File: src/rtl/fpu_seq_multiplier_pkg.sv
// Shared types for the sequential shift-add mantissa multiplier.
// Latency: n/a (types only).
// Backpressure: n/a.
package fpu_seq_multiplier_pkg;

   typedef enum logic [1:0] {
      MUL_IDLE = 2'd0,
      MUL_COMP = 2'd1,
      MUL_DONE = 2'd2
   } fpuMulState_t;

   // Iteration counter width for a given operand width (must hold WIDTH itself).
   function automatic int mul_cnt_width(input int width);
      return $clog2(width + 1);
   endfunction

endpackage

File: src/rtl/fpu_seq_multiplier_fsm.sv
// Control FSM for the sequential multiplier: idle / computing / done.
// Latency: one state transition per clock; accept on start in IDLE or DONE.
// Backpressure: start is ignored while computing (busy high).
module fpu_seq_multiplier_fsm
   import fpu_seq_multiplier_pkg::*;
(
   input  logic clock,
   input  logic reset_n,
   input  logic start,
   input  logic compDone,
   output logic compEn,
   output logic loadEn,
   output logic busy,
   output logic done
);

   fpuMulState_t state_q, state_d;

   // State register; reset aborts any in-flight operation.
   always_ff @(posedge clock or negedge reset_n) begin
      if (!reset_n) begin
         state_q <= MUL_IDLE;
      end else begin
         state_q <= state_d;
      end
   end

   // Next-state and control decode; done is a level held in MUL_DONE.
   always_comb begin
      state_d = state_q;
      compEn  = 1'b0;
      loadEn  = 1'b0;
      busy    = 1'b0;
      done    = 1'b0;
      case (state_q)
         MUL_IDLE: begin
            if (start) begin
               loadEn  = 1'b1;
               state_d = MUL_COMP;
            end
         end
         MUL_COMP: begin
            busy   = 1'b1;
            compEn = 1'b1;
            if (compDone) begin
               state_d = MUL_DONE;
            end
         end
         MUL_DONE: begin
            done = 1'b1;
            if (start) begin
               loadEn  = 1'b1;
               state_d = MUL_COMP;
            end
         end
         default: begin
            state_d = MUL_IDLE;
         end
      endcase
   end

endmodule

File: src/rtl/fpu_seq_multiplier.sv
// Unsigned WIDTH x WIDTH shift-add multiplier, one partial product per clock.
// Latency: WIDTH clocks from the accepting edge to done and the new mulOut.
// Backpressure: start is only honoured when not busy; mulOut holds until next completion.
module fpu_seq_multiplier
   import fpu_seq_multiplier_pkg::*;
#(
   parameter int WIDTH = 16
) (
   input  logic                 clock,
   input  logic                 reset_n,
   input  logic                 start,
   input  logic [WIDTH-1:0]     mulIn1,
   input  logic [WIDTH-1:0]     mulIn2,
   output logic [2*WIDTH-1:0]   mulOut,
   output logic                 busy,
   output logic                 done
);

   localparam int CW = mul_cnt_width(WIDTH);

   logic               compEn;
   logic               loadEn;
   logic               compDone;

   logic [WIDTH-1:0]   mcand_q, mcand_d;
   logic [WIDTH:0]     acc_q, acc_d;
   logic [WIDTH-1:0]   q_q, q_d;
   logic [CW-1:0]      cnt_q, cnt_d;
   logic [2*WIDTH-1:0] mulOut_q, mulOut_d;

   logic [WIDTH:0]     addend;
   logic [WIDTH:0]     sum;

   assign compDone = (cnt_q == CW'(1));
   assign mulOut   = mulOut_q;

   fpu_seq_multiplier_fsm u_fsm (
      .clock    (clock),
      .reset_n  (reset_n),
      .start    (start),
      .compDone (compDone),
      .compEn   (compEn),
      .loadEn   (loadEn),
      .busy     (busy),
      .done     (done)
   );

   // One shift-add step: conditionally add the multiplicand, then shift {acc,q} right,
   // dropping the carry into the product MSB. acc[WIDTH] is always 0 between steps,
   // so adding the full acc equals adding its low WIDTH bits.
   always_comb begin
      addend   = q_q[0] ? {1'b0, mcand_q} : '0;
      sum      = acc_q + addend;
      mcand_d  = mcand_q;
      acc_d    = acc_q;
      q_d      = q_q;
      cnt_d    = cnt_q;
      mulOut_d = mulOut_q;
      if (loadEn) begin
         mcand_d = mulIn1;
         acc_d   = '0;
         q_d     = mulIn2;
         cnt_d   = CW'(WIDTH);
      end else if (compEn) begin
         acc_d = {1'b0, sum[WIDTH:1]};
         q_d   = {sum[0], q_q[WIDTH-1:1]};
         cnt_d = cnt_q - CW'(1);
         if (compDone) begin
            mulOut_d = {acc_d[WIDTH-1:0], q_d};
         end
      end
   end

   // Datapath registers; reset clears operands, working register, counter and result.
   always_ff @(posedge clock or negedge reset_n) begin
      if (!reset_n) begin
         mcand_q  <= '0;
         acc_q    <= '0;
         q_q      <= '0;
         cnt_q    <= '0;
         mulOut_q <= '0;
      end else begin
         mcand_q  <= mcand_d;
         acc_q    <= acc_d;
         q_q      <= q_d;
         cnt_q    <= cnt_d;
         mulOut_q <= mulOut_d;
      end
   end

endmodule

File: config.mk
export PLATFORM = sky130hd
export DESIGN_NAME = fpu_seq_multiplier
export DESIGN_NICKNAME = d
export VERILOG_FILES = /design/src/rtl/fpu_seq_multiplier_pkg.sv /design/src/rtl/fpu_seq_multiplier_fsm.sv /design/src/rtl/fpu_seq_multiplier.sv
export SDC_FILE = /design/constraint.sdc
export NUM_CORES = 1
export LEC_CHECK = 0
export CORE_ASPECT_RATIO = 0.6
export CORE_MARGIN = 2
export CORE_UTILIZATION = 58
export DETAILED_ROUTE_END_ITERATION = 8
export GPL_TIMING_DRIVEN = 0
export PLACE_DENSITY = 0.93
export SYNTH_ARGS = -nofsm -noshare
export SYNTH_HDL_FRONTEND = slang
export SYNTH_SLANG_ARGS = --single-unit
File: constraint.sdc
create_clock -name clock -period 5.1 [get_ports clock]
set_input_delay 1.02 -clock clock [delete_from_list [all_inputs] [get_ports clock]]
set_output_delay 1.02 -clock clock [all_outputs]
set_load 0.01 [all_outputs]
==> flow_summary.toml, run 1 <==
[timing]
rsz0062_at_grt = "no"
fin_crit_sh_pct = 64.9
fin_crit_ns = 3.31
fin_tns_setup_ns = 0
maxSlewHeadroom_pct = 52.6
finalSetupViolCount = 0
hold_violations = 0
skew_ns = 0.00849
maxSlewViolCount = 0
tightest_slew_ns = 0.711
max_freq_ghz = 0.302

[yosys]
synth_compound_area_share_pct = 15.0
synth_area_um2 = 4370
synth_edf_count = 0
synth_xor_area_share_pct = 2.61
ys_async_sr_fraction_pct = 100
synth_top_area_share_pct = 49.8
synthCells = 481
ys_ff_latch = 87
synth-seq-area-share_pct = 49.8
syn_avg_cell_area_um2 = 9.08
ys_types = 44
synth_mux_area_share_pct = 2.12
yosys.area.top_type = "dfrtp_1"
synth_warnings = 0
synth_ff_type = "dfrtp_1"
synth_top_family_by_area = "simple AND/OR/NAND/NOR gates"
synthSimpleGateAreaFrac_pct = 21.9
synth.area.top_cells = "dfrtp_1 50%, nand2_1 14%, ha_1 5.2%"
synthAdderAreaFrac_pct = 5.61
syn_nets = 535

[run_status]
status = "finished, final reports clean"

[worst_hold_path]
hold_path_class = "reg -> reg"

[clock_network]
clock_latency_ns = 0.34
htreeDepth = 3
cts_hold_buf = 0
cts.reportedPaths.clkPinSlew_ns = 0.06
clock_sinks = 87
postCtsSetupBuffers = 0
clockBufferDepth = 2
cts_root_buf = "clkbuf_16"
cts_tree = "done"
numCtsBuffers = 9
ctsResizeCount = 0

[critical_path]
path_max_fanout = 10
critPathRequiredTime_ns = 4.08
timing.critical_path.arrival_ns = 2.29
rrSetupSlack_ns = 2.02
worst_setup_path_end_kind = "primary output"
cp-start-kind = "register"
critPathKind = "reg -> out"

[floorplan]
io_pins = 69
dieArea_um2 = 8260
die_w_um = 116
die_y_um = 71.2
start_util_pct = 60.1
core_um2 = 7270
placementRows = 24

[drt]
drt_iter0_drc = 398
wl_per_cell_um = 17.7
route.detailed.drc = 0
num_vias = 3928
viasPerCell = 5.86
first_pass_iters = 5
wl_um = 11800
antenna_left = 0

[finish]
final_nets = 615
drive_gt1_share_pct = 6.36
syn_to_final_growth_pct = 26.9
num_antenna_cells = 0
final_core_util_pct = 76.3

[pwr]
p_per_area_nw_per_um2 = 679
ir_drop_v = 0.000333
total_leakage_power_nw = 2.56

[global_routing]
gr-total-overflow = 0
grt_pass1_vias = 3916
grt_usage_pct = 30.5
grt_start_max_net_pins = 54
antenna_found_initial = 0
grt_pass1_wl_um = 19200

[flow_run]
drv_cap = 0

[placed_design]
dp_hpwl_um = 8440
gp_congestion = 0.940
io_buffers = 68
[layout by cell type (no fill, tap or decap), types with 9 or more instances in the layout]
master | netlist | final
ha_1 | 18 | 18
clkbuf_16 | 0 | 9
clkbuf_1 | 20 | 22
a21oi_1 | 18 | 18
clkdlybuf4s50_1 | 0 | 67
and2_1 | 18 | 18
nor2_1 | 23 | 23
nand2_1 | 159 | 159
o21ai_0 | 18 | 18
xnor2_1 | 9 | 9
dfrtp_1 | 87 | 87
a31oi_1 | 13 | 13
[flip-flops by register name, indices dropped and copies added, names as in the netlist]
| signal | cells |
|---|---|
| acc_q | 16 |
| u_fsm.state_q | 2 |
| cnt_q | 5 |
| q_q | 16 |
| mcand_q | 16 |
| mulOut | 32 |
[through the flow]
| step | cells | area [um^2] | hold slack (ns) | power [mW] | setup slack (ns) |
|---|---|---|---|---|---|
| after floorplan | 481 | 4370 | 0.437 | 2.32 | 2.70 |
| final | 670 | 5540 | 0.466 | 3.76 | 1.79 |
| after global placement | 653 | 5180 | 0.451 | 2.85 | 0.0390 |
| after global routing | 670 | 5540 | 0.491 | 3.98 | 1.74 |
| after CTS | 670 | 5540 | 0.471 | 3.73 | 1.84 |
| after detailed placement | 654 | 5200 | 0.455 | 2.96 | 2.14 |
[worst max-delay path, stage by stage, from the launching register on]
cell             delay, ns
dfrtp_1               0.38
nand2b_1              0.25
inv_2                 0.19
clkbuf_1              0.48
clkdlybuf4s50_1       0.66
[layout make-up]
| type | instances | area (um^2) |
|---|---|---|
| repair buffers | 69 | 706 |
| clock buffers | 11 | 233 |
| plain buffers | 23 | 92.6 |
| clock inverters | 5 | 106 |
| inverters | 9 | 33.8 |
| fillers | 525 | 1720 |
| multi-input cells | 362 | 2060 |
| well taps | 104 | 130 |
| flip-flops and latches | 87 | 2180 |
[cells in the mapped netlist, types with 9 or more instances]
cell      count
ha_1         18
and2_1       18
dfrtp_1      87
a21oi_1      18
xnor2_1       9
a31oi_1      13
clkbuf_1     20
nor2_1       23
o21ai_0      18
nand2_1     159
[cells by family after synthesis]
| logic type | count (synthesis) |
|---|---|
| xor+xnor | 13 |
| mux | 8 |
| fa+ha+maj | 19 |
| buf+inv | 32 |
| simple gates | 226 |
| compound gates | 96 |
| flops | 87 |
[routing by layer]
| metal | track usage, % | part of all wire, % | up-vias |
|---|---|---|---|
| met5 | 0 | 0 | - |
| met4 | 10.2 | 1.8 | 0 |
| met3 | 7.95 | 9.9 | 28 |
| met2 | 45.9 | 43 | 225 |
| met1 | 43.6 | 45 | 1877 |
| li1 | - | - | 1798 |
[power breakdown]
part	internal, mW	switching, mW	leakage (nW)
Combinational	0.758	1.02	1.31
Clock	0.480	0.275	0.160
Sequential	1.01	0.222	1.09
Total	2.25	1.52	2.56
[final timing paths]
path | from | end | depth (start not counted)
worst min register to register | mcand_q[4] | mcand_q[4] | 2
min in group asynchronous | reset_n | mcand_q[3] | 1
worst max-delay path | u_fsm.state_q[1] | busy | 4
worst min-delay path | mcand_q[4] | mcand_q[4] | 2
max in group asynchronous | reset_n | cnt_q[4] | 2
worst max register to register | q_q[0] | mulOut[31] | 9
No activity file was read; power rests on OpenSTA's default activity.
==> run 2: changes to the inputs <==
--- a/config.mk
+++ b/config.mk
@@ -7,10 +7,10 @@
 export LEC_CHECK = 0
 export CORE_ASPECT_RATIO = 0.6
 export CORE_MARGIN = 2
-export CORE_UTILIZATION = 58
+export CORE_UTILIZATION = 54
 export DETAILED_ROUTE_END_ITERATION = 8
 export GPL_TIMING_DRIVEN = 0
-export PLACE_DENSITY = 0.93
+export PLACE_DENSITY = 0.88
 export SYNTH_ARGS = -nofsm -noshare
 export SYNTH_HDL_FRONTEND = slang
 export SYNTH_SLANG_ARGS = --single-unit
==> constraint.sdc (replaced) <==
create_clock -name clock -period 3.3 [get_ports clock]
set_input_delay 0.66 -clock clock [delete_from_list [all_inputs] [get_ports clock]]
set_output_delay 0.66 -clock clock [all_outputs]
set_load 0.01 [all_outputs]
==> run 2 against run 1 <==
Against the previous run: sequential power is 54% higher; power is 51% higher; non-clock buffer count stayed put; sequential cell count stayed put; hold slack worse by 0.26 ns; via count is 3.8% lower; core utilization is 6.0 points lower; final area is 0.41% lower; critical path depth is 5 higher; register-to-register slack worse by 1.8 ns; routed wire length is 3.4% lower.
==> flow_summary.toml, run 2 (synthesis gave the netlist of run 1 again) <==
[clock_network]
numCtsBuffers = 9
cts.reportedPaths.clkPinSlew_ns = 0.06
clock_sinks = 87
cts_hold_buf = 0
htreeDepth = 3
cts_tree = "done"
postCtsSetupBuffers = 0
clock_latency_ns = 0.35
cts_root_buf = "clkbuf_16"
clockBufferDepth = 2
ctsResizeCount = 0

[pwr]
total_leakage_power_nw = 2.55
seqPwrFrac_pct = 33.4
p_per_area_nw_per_um2 = 1030
ir_drop_v = 0.000498
pwr-share-comb_pct = 47.6
clkPwrFrac_pct = 19.0
intPower_mw = 3.39
switchingPower_mw = 2.29
switching_share_pct = 40.3

[floorplan]
placementRows = 25
core_um2 = 7850
die_y_um = 73.7
start_util_pct = 55.6
die_w_um = 120
dieArea_um2 = 8850
io_pins = 69

[flow_run]
drv_cap = 0

[timing]
tightest_slew_ns = 0.657
maxSlewHeadroom_pct = 56.2
whs_ns = 0.201
fin_crit_ns = 3.05
finalSetupViolCount = 0
max_freq_ghz = 0.328
hold_violations = 0
skew_ns = 0.00681
fin_tns_setup_ns = 0
maxSlewViolCount = 0
rsz0062_at_grt = "no"
fin_crit_sh_pct = 92.3
setup_ws_ns = 0.254

[drt]
antenna_left = 0
first_pass_iters = 5
wl_um = 11400
viasPerCell = 5.62
drt_iter0_drc = 303
wl_per_cell_um = 17.0
route.detailed.drc = 0
num_vias = 3780

[critical_path]
cpPeakStageDelay_ns = 0.49
critPathRequiredTime_ns = 3.53
reg2reg_from = "q_q[0]"
crit_cells = 9
crit_path_end = "mulOut[31]"
cp-start-kind = "register"
startpoint = "q_q[0]"
path_max_fanout = 10
reg2regPathDepth = 9
rrSetupSlack_ns = 0.25
critPathKind = "reg -> reg"
slowest_stage = "dfrtp_1"
r2r_end = "mulOut[31]"
timing.critical_path.arrival_ns = 3.28
critPathTopFamily = "compound AO/OA/AOI/OAI gates"
crit_buf_inv = 1
worst_setup_path_end_kind = "register"
crit_chain = "clkbuf_1 -> and2_1 -> ha_1 -> fa_1 -> a21oi_1 -> o21ai_0 -> a22oi_2 -> o21ai_1 -> mux2_2"

[global_routing]
grt_usage_pct = 27.5
grt_pass1_vias = 3588
gr-total-overflow = 0
grt_pass1_wl_um = 18100
antenna_found_initial = 0
grt_start_max_net_pins = 70

[finish]
final_nets = 615
final_cell_mix = "159 x nand2_1, 87 x dfrtp_1, 67 x clkdlybuf4s50_1"
largest_reg_flops = 32
num-fill-cells = 630
layout.cells.non_filler = 673
num_antenna_cells = 0
final_common_cell = "nand2_1"
drive_gt1_share_pct = 6.55
syn_to_final_growth_pct = 26.4

[placed_design]
io_buffers = 68
place_ws_ns = 0.321
gp_congestion = 0.908
place_inst = 658
dp_hpwl_um = 8340

[worst_hold_path]
hold_path_class = "in -> async"

[run_status]
status = "finished, final reports clean"
-- run 2: cell types whose count changed in the layout (fill, tap and decap cells not counted) --
cell       change
bufinv_16      -1
clkinv_2       +2
clkbuf_1       -2
-- run 2: worst min-delay path by stage --
stage / start / to / slack, ns / cells after the start
after CTS: reset_n / acc_q[4] / 0.20 / 1
final: reset_n / acc_q[4] / 0.20 / 1
after global placement: mcand_q[1] / mcand_q[1] / 0.45 / 2
after global routing: reset_n / mcand_q[2] / 0.20 / 1
after detailed placement: mcand_q[9] / mcand_q[9] / 0.46 / 2
after floorplan: reset_n / acc_q[0] / 0.36 / 0
-- run 2: power by group through the flow --
| stage | Clock [mW] | Sequential [mW] | Combinational [mW] |
|---|---|---|---|
| 2_1_floorplan | 0 | 1.89 | 1.70 |
| 3_3_place_gp | 0 | 1.88 | 2.55 |
| 3_5_place_dp | 0 | 1.90 | 2.67 |
| 4_1_cts | 1.08 | 1.89 | 2.69 |
| 5_1_grt | 1.13 | 1.95 | 2.98 |
| 6_report | 1.08 | 1.90 | 2.70 |
-- run 2: layout make-up --
class                   instances  area [um^2]  area share [%]
clock buffers                   9          225            4.08
well taps                     108          135            2.45
clock inverters                 6         86.3            1.56
flip-flops and latches         87         2180            39.4
multi-input cells             362         2060            37.4
plain buffers                  23         92.6            1.68
repair buffers                 69          706            12.8
inverters                       9         33.8           0.612
-- run 2: metal layers --
layer | up-vias | share of wire (%) | track usage [%]
li1 | 1793 | - | -
met1 | 1810 | 47 | 39.4
met2 | 150 | 42 | 40.1
met3 | 27 | 7.9 | 8.39
met4 | 0 | 2.2 | 9.02
met5 | - | 0 | 0
-- run 2: metrics by stage --
step	power, mW	instance area, um^2	utilization (%)
floorplan	3.59	4370	-
global placement	4.43	5180	66.0
detailed placement	4.57	5210	66.3
CTS	5.66	5520	70.3
global route	6.07	5520	70.3
finish	5.68	5520	70.3
==> run 3: changes to the inputs <==
--- a/config.mk
+++ b/config.mk
@@ -5,11 +5,13 @@
 export SDC_FILE = /design/constraint.sdc
 export NUM_CORES = 1
 export LEC_CHECK = 0
+export ABC_CLOCK_PERIOD_IN_PS = 3300
 export CORE_ASPECT_RATIO = 0.6
 export CORE_MARGIN = 2
 export CORE_UTILIZATION = 54
 export DETAILED_ROUTE_END_ITERATION = 8
 export GPL_TIMING_DRIVEN = 0
+export HOLD_SLACK_MARGIN = 0.03
 export PLACE_DENSITY = 0.88
 export SYNTH_ARGS = -nofsm -noshare
 export SYNTH_HDL_FRONTEND = slang
==> results of run 3 <==
Same layout as run 2: the final DEF is identical, and so are final timing and power.
